## src/rtl/plreg_pkg.sv

```systemverilog
// plreg_pkg: state encodings and default width shared by the parallel-load register path
package plreg_pkg;
    localparam int DEF_W = 4;
    typedef enum logic {ST_IDLE = 1'b0, ST_SHIFT = 1'b1} state_t;
endpackage

```

## src/rtl/piso_shift_tx_if.sv

```systemverilog
// piso_shift_tx_if: load handshake and serial output bundle of the PISO transmitter
interface piso_shift_tx_if #(parameter int W = 4);
    logic [W-1:0] load_data;
    logic         load_valid;
    logic         load_ready;
    logic         ser_en;
    logic         ser_out;
    logic         ser_valid;
    logic         ser_last;
    logic         busy;
    modport master (output load_data, load_valid, ser_en,
                    input  load_ready, ser_out, ser_valid, ser_last, busy);
    modport slave  (input  load_data, load_valid, ser_en,
                    output load_ready, ser_out, ser_valid, ser_last, busy);
endinterface

```

## src/rtl/piso_bit_cnt.sv

```systemverilog
// piso_bit_cnt: down-counter with load, decrement enable and zero flag
module piso_bit_cnt #(
    parameter int CW = 2
) (
    input  logic          clk,
    input  logic          reset_n,
    input  logic          i_load,
    input  logic [CW-1:0] i_load_val,
    input  logic          i_dec,
    output logic          o_zero
);
    logic [CW-1:0] r_cnt;
    // load wins over decrement; decrement saturates at zero
    always_ff @(posedge clk or negedge reset_n) begin
        if (!reset_n) r_cnt <= '0;
        else if (i_load) r_cnt <= i_load_val;
        else if (i_dec && r_cnt != '0) r_cnt <= r_cnt - 1'b1;
    end
    assign o_zero = (r_cnt == '0);
endmodule

```

## src/rtl/piso_shift_tx.sv

```systemverilog
// piso_shift_tx: parallel-in/serial-out transmitter with valid/ready load and shift strobe
module piso_shift_tx
    import plreg_pkg::*;
#(
    parameter int W         = DEF_W,
    parameter bit MSB_FIRST = 1'b1
) (
    input  logic             clk,
    input  logic             reset_n,
    piso_shift_tx_if.slave   bus
);
    localparam int CW = $clog2(W);
    state_t         r_state, w_state_nxt;
    logic [W-1:0]   r_shreg, w_shreg_nxt;
    logic           w_zero, w_shift, w_fire, w_dec, w_accept;
    assign w_shift        = (r_state == ST_SHIFT);
    assign w_fire         = w_shift && bus.ser_en;
    assign w_dec          = w_fire && !w_zero;
    assign bus.load_ready = !w_shift || (w_fire && w_zero);
    assign w_accept       = bus.load_valid && bus.load_ready;
    // state and shift register
    always_ff @(posedge clk or negedge reset_n) begin
        if (!reset_n) begin
            r_state <= ST_IDLE;
            r_shreg <= '0;
        end else begin
            r_state <= w_state_nxt;
            r_shreg <= w_shreg_nxt;
        end
    end
    // next state: a new word always enters SHIFT, a consumed last bit without one returns to IDLE
    always_comb begin
        w_state_nxt = r_state;
        w_shreg_nxt = r_shreg;
        if (w_accept) w_state_nxt = ST_SHIFT;
        else if (w_fire && w_zero) w_state_nxt = ST_IDLE;
        w_shreg_nxt = w_accept ? bus.load_data :
                      w_dec    ? (MSB_FIRST ? {r_shreg[W-2:0], 1'b0} : {1'b0, r_shreg[W-1:1]}) :
                                 r_shreg;
    end
    piso_bit_cnt #(.CW(CW)) u_cnt (
        .clk        (clk),
        .reset_n    (reset_n),
        .i_load     (w_accept),
        .i_load_val (CW'(W - 1)),
        .i_dec      (w_dec),
        .o_zero     (w_zero)
    );
    assign bus.ser_valid = w_shift;
    assign bus.busy      = w_shift;
    assign bus.ser_last  = w_shift && w_zero;
    assign bus.ser_out   = w_shift && (MSB_FIRST ? r_shreg[W-1] : r_shreg[0]);
endmodule
```

## src/flat_wrapper.sv

```systemverilog
// flat-port wrapper written by rule: the top's interface ports become plain ports
module piso_shift_tx_flat import plreg_pkg::*;
#(
    parameter int W         = DEF_W,
    parameter bit MSB_FIRST = 1'b1
)
  (clk, reset_n, bus_load_data, bus_load_valid, bus_ser_en, bus_load_ready, bus_ser_out, bus_ser_valid, bus_ser_last, bus_busy);
  piso_shift_tx_if #(.W(W)) bus_i ();
  input  logic clk;
  input  logic reset_n;
  input wire logic [$bits(bus_i.load_data)-1:0] bus_load_data;
  input wire logic [$bits(bus_i.load_valid)-1:0] bus_load_valid;
  input wire logic [$bits(bus_i.ser_en)-1:0] bus_ser_en;
  output wire logic [$bits(bus_i.load_ready)-1:0] bus_load_ready;
  output wire logic [$bits(bus_i.ser_out)-1:0] bus_ser_out;
  output wire logic [$bits(bus_i.ser_valid)-1:0] bus_ser_valid;
  output wire logic [$bits(bus_i.ser_last)-1:0] bus_ser_last;
  output wire logic [$bits(bus_i.busy)-1:0] bus_busy;
  assign bus_i.load_data = bus_load_data;
  assign bus_i.load_valid = bus_load_valid;
  assign bus_i.ser_en = bus_ser_en;
  assign bus_load_ready = bus_i.load_ready;
  assign bus_ser_out = bus_i.ser_out;
  assign bus_ser_valid = bus_i.ser_valid;
  assign bus_ser_last = bus_i.ser_last;
  assign bus_busy = bus_i.busy;
  piso_shift_tx #(.W(W), .MSB_FIRST(MSB_FIRST)) u_core (.clk(clk), .reset_n(reset_n), .bus(bus_i));
endmodule
```

## config.mk

```make
export PLATFORM = sky130hd
export DESIGN_NAME = piso_shift_tx_flat
export DESIGN_NICKNAME = d
export VERILOG_FILES = /design/src/rtl/plreg_pkg.sv /design/src/rtl/piso_shift_tx_if.sv /design/src/rtl/piso_bit_cnt.sv /design/src/rtl/piso_shift_tx.sv /design/src/flat_wrapper.sv
export SDC_FILE = /design/constraint.sdc
export NUM_CORES = 1
export LEC_CHECK = 0
export BUFFER_PORTS_ARGS = -buffer_cell sky130_fd_sc_hd__buf_2
export CORE_AREA = 2 2 39 41
export DETAILED_ROUTE_END_ITERATION = 8
export DIE_AREA = 0 0 41 43
export PLACE_DENSITY = 0.58
export SLEW_MARGIN = 25
export SYNTH_ARGS = -nofsm -noshare
export SYNTH_HDL_FRONTEND = slang
export SYNTH_SLANG_ARGS = --single-unit
```

## constraint.sdc

```tcl
create_clock -name clk -period 2.05 [get_ports clk]
set_clock_uncertainty 0.2 [all_clocks]
set_input_delay 0.41 -clock clk [delete_from_list [all_inputs] [get_ports clk]]
set_output_delay 0.41 -clock clk [all_outputs]
set_load 0.005 [all_outputs]
```

==> impl_metrics.tcl <==
set metrics [dict create \
    status "complete, no violations" \
    place_hpwl_um 618 \
    synth_seq_cells 7 \
    cts_sinks 7 \
    worst_slew_pin_slew_ns 0.334 \
    seq_area_frac_synth_pct 42.3 \
    clk_path_buf_depth 2 \
    synthesis.nets 51 \
    synth_top_area_cell "dfrtp_1" \
    finalHoldViolCount 0 \
    cp_data_arrival_time_ns 1.35 \
    grt_pass1_vias 324 \
    synth_warnings 0 \
    r2r_slack_ns 0.39 \
    synth_top_cell_area_share_pct 42.3 \
    final_area_um2 518 \
    grt_overflow 0 \
    tritoncts "built" \
    max_slew_margin_pct 77.7 \
    syn_area_um2 414 \
    rsz0062_at_grt "false" \
    grt_antenna_before_repair 0 \
    grtUsageMet2_pct 17.5 \
    wire_per_inst_um 11.8 \
    synth_area_leaders "dfrtp_1 42%, o221a_2 8.2%, o21ai_0 7.3%, nor3b_1 5.4%, a2bb2oi_1 4.2%" \
    io_buffer_count 12 \
    synthSimpleGateAreaFrac_pct 23.0 \
    grtUsageMet3_pct 3.14 \
    cts-hold-fix-buffers 1 \
    hold_class "primary input to flip-flop" \
    total_power_uw 646 \
    firstDrtPassIters 2 \
    maxSlewViolCount 0 \
    route.detailed.drc 0 \
    gp_congestion 0.721 \
    cts_inserted_buffers 3 \
    worstSkewPairLatency_ns 0.25 \
    initial_core_util_pct 29.9 \
    min_period_ns 1.96 \
    clkSlewWorstSetupHoldPaths_ns 0.05 \
    grt_pass1_wl_um 1370 \
    wirelength_um 860 \
    placed_area_um2 482 \
    fin_util_pct 37.4 \
    area_growth_pct 25.1 \
    placeableCoreArea_um2 1380 \
    fp.dieW_um 41 \
    ir_drop_v 0.000371 \
    synth_top_family_by_area "compound AO/OA/AOI/OAI gates" \
    cts_resized 0 \
    setup_violations 0 \
    drive_gt1_share_pct 36.8 \
    cp_max_fo 8 \
    synth.area.mux_share_pct 0 \
    synth_xor_area_share_pct 0 \
    synthAdderAreaFrac_pct 3.02 \
    num_vias 359 \
    top_usage_layer "met2" \
    cts-root-buf "clkbuf_4" \
    diodes 0 \
    cap_violations 0 \
    worstSetupStartpointType "flip-flop" \
    crit_path_end_kind "output pin" \
    grt_util_met1_pct 14.5 \
    ios 13 \
    fmax_mhz 510 \
    viasPerCell 4.92 \
    powerDensity_nw_per_um2 1250 \
    fp-row-count 14 \
    power_leakage_uw 0.000246 \
    synth_compound_area_share_pct 26.0 \
    place_ws_ns 0.355 \
    nets 67 \
    die_h_um 43 \
    finalCritPeriodShare_pct 95.6 \
    syn_inst 42 \
    postSynthAreaPerCell_um2 9.86 \
    die_area_um2 1760 \
    ant_nets 0 \
    grt_max_degree 13 \
    tns_ns 0 \
    yosys.cell_types.count 19 \
    grt_use_total_pct 11.9 \
    layout_setup_ws_ns 0.0897 \
    h-tree-depth 1 \
    drtIter0Drc 5 \
    post_cts_buffers 0 \
    worstSetupPathType "flip-flop to output pin" \
    required_ns 1.44 \
]
## cells in the mapped netlist
master     instances
inv_1              3
o221a_2            3
buf_2              1
a2bb2oi_1          2
nand2_1            2
nor3b_1            3
a21oi_1            2
buf_4              1
and2_2             1
nand2_4            1
nand2b_1           1
nor2_1             3
o21ai_0            6
a21bo_4            1
nand3b_1           2
or2b_1             1
ha_1               1
dfrtp_1            7
and2_1             1
## layout by cell type, fill, tap and decap left out
master / netlist / final
buf_2: 1 / 12
dfrtp_1: 7 / 7
o21ai_0: 6 / 6
inv_1: 3 / 3
nor2_1: 3 / 3
nor3b_1: 3 / 3
o221a_2: 3 / 3
clkbuf_4: 0 / 3
nand2_1: 2 / 2
nand3b_1: 2 / 2
a2bb2oi_1: 2 / 2
a21oi_1: 2 / 2
and2_2: 1 / 1
and2_1: 1 / 1
nand2b_1: 1 / 1
a21bo_4: 1 / 1
nand2_4: 1 / 1
or2b_1: 1 / 1
ha_1: 1 / 1
clkbuf_1: 0 / 1
dlygate4sd3_1: 0 / 1
## layer usage
layer | wire, um | part of all wire (%)
met2 | 447 | 52
met5 | 0 | 0
met3 | 19 | 2.2
met4 | 0 | 0
met1 | 394 | 46
## cell type report
class / instances / area (um2)
repair buffers: 13 / 70.1
inverters: 3 / 11.3
clock buffers: 4 / 26.3
multi-input cells: 30 / 215
flip-flops and latches: 7 / 175
well taps: 16 / 20.0
fillers: 139 / 866
## metrics by stage
stage                     hold slack [ns]  std cells
after floorplan                   -0.0856         42
after global placement             0.0565         68
after detailed placement           0.0545         68
after CTS                           0.224         73
after global routing                0.224         73
final                               0.233         73
## worst max-delay path, cell delays in order (launching register included)
cell and delay [ns]:
dfrtp_1 0.38, inv_1 0.06, ha_1 0.28, a21bo_4 0.26, buf_2 0.12
## flip-flops by register name (all words and copies together) (netlist names)
| register | flops |
|---|---|
| u_core.r_shreg | 4 |
| u_core.u_cnt.r_cnt | 2 |
| u_core.bus.busy | 1 |
## worst paths after layout
kind | startpoint | depth (start not counted) | to
worst min register to register | u_core.r_shreg[0]$_DFFE_PN0P_ | 2 | u_core.r_shreg[0]$_DFFE_PN0P_
worst min-delay path | bus_load_data[3] | 2 | u_core.r_shreg[3]$_DFFE_PN0P_
worst max-delay path | u_core.u_cnt.r_cnt[0]$_DFFE_PN0P_ | 4 | bus_load_ready
min in group asynchronous | reset_n | 2 | u_core.u_cnt.r_cnt[1]$_DFFE_PN0P_
worst max register to register | u_core.u_cnt.r_cnt[0]$_DFFE_PN0P_ | 5 | u_core.r_shreg[1]$_DFFE_PN0P_
max in group asynchronous | reset_n | 2 | u_core.r_shreg[0]$_DFFE_PN0P_
## cells by family (layout without fill, tap and decap cells)
| logic type | after synthesis | after routing |
|---|---|---|
| and+or+nand+nor | 15 | 15 |
| buffers and inverters | 5 | 20 |
| adders and majority gates | 1 | 1 |
| DFF | 7 | 7 |
| AOI/OAI and AO/OA | 14 | 14 |
## power breakdown
part | total (uW) | leakage (uW) | switching, uW | internal [uW]
combinational | 274 | 0.000154 | 115 | 158
clock | 124 | 0.0000150 | 50.1 | 74.2
sequential | 248 | 0.0000776 | 50.9 | 197
total | 646 | 0.000246 | 217 | 429
Note: power is estimated with default switching activity, not from simulation.
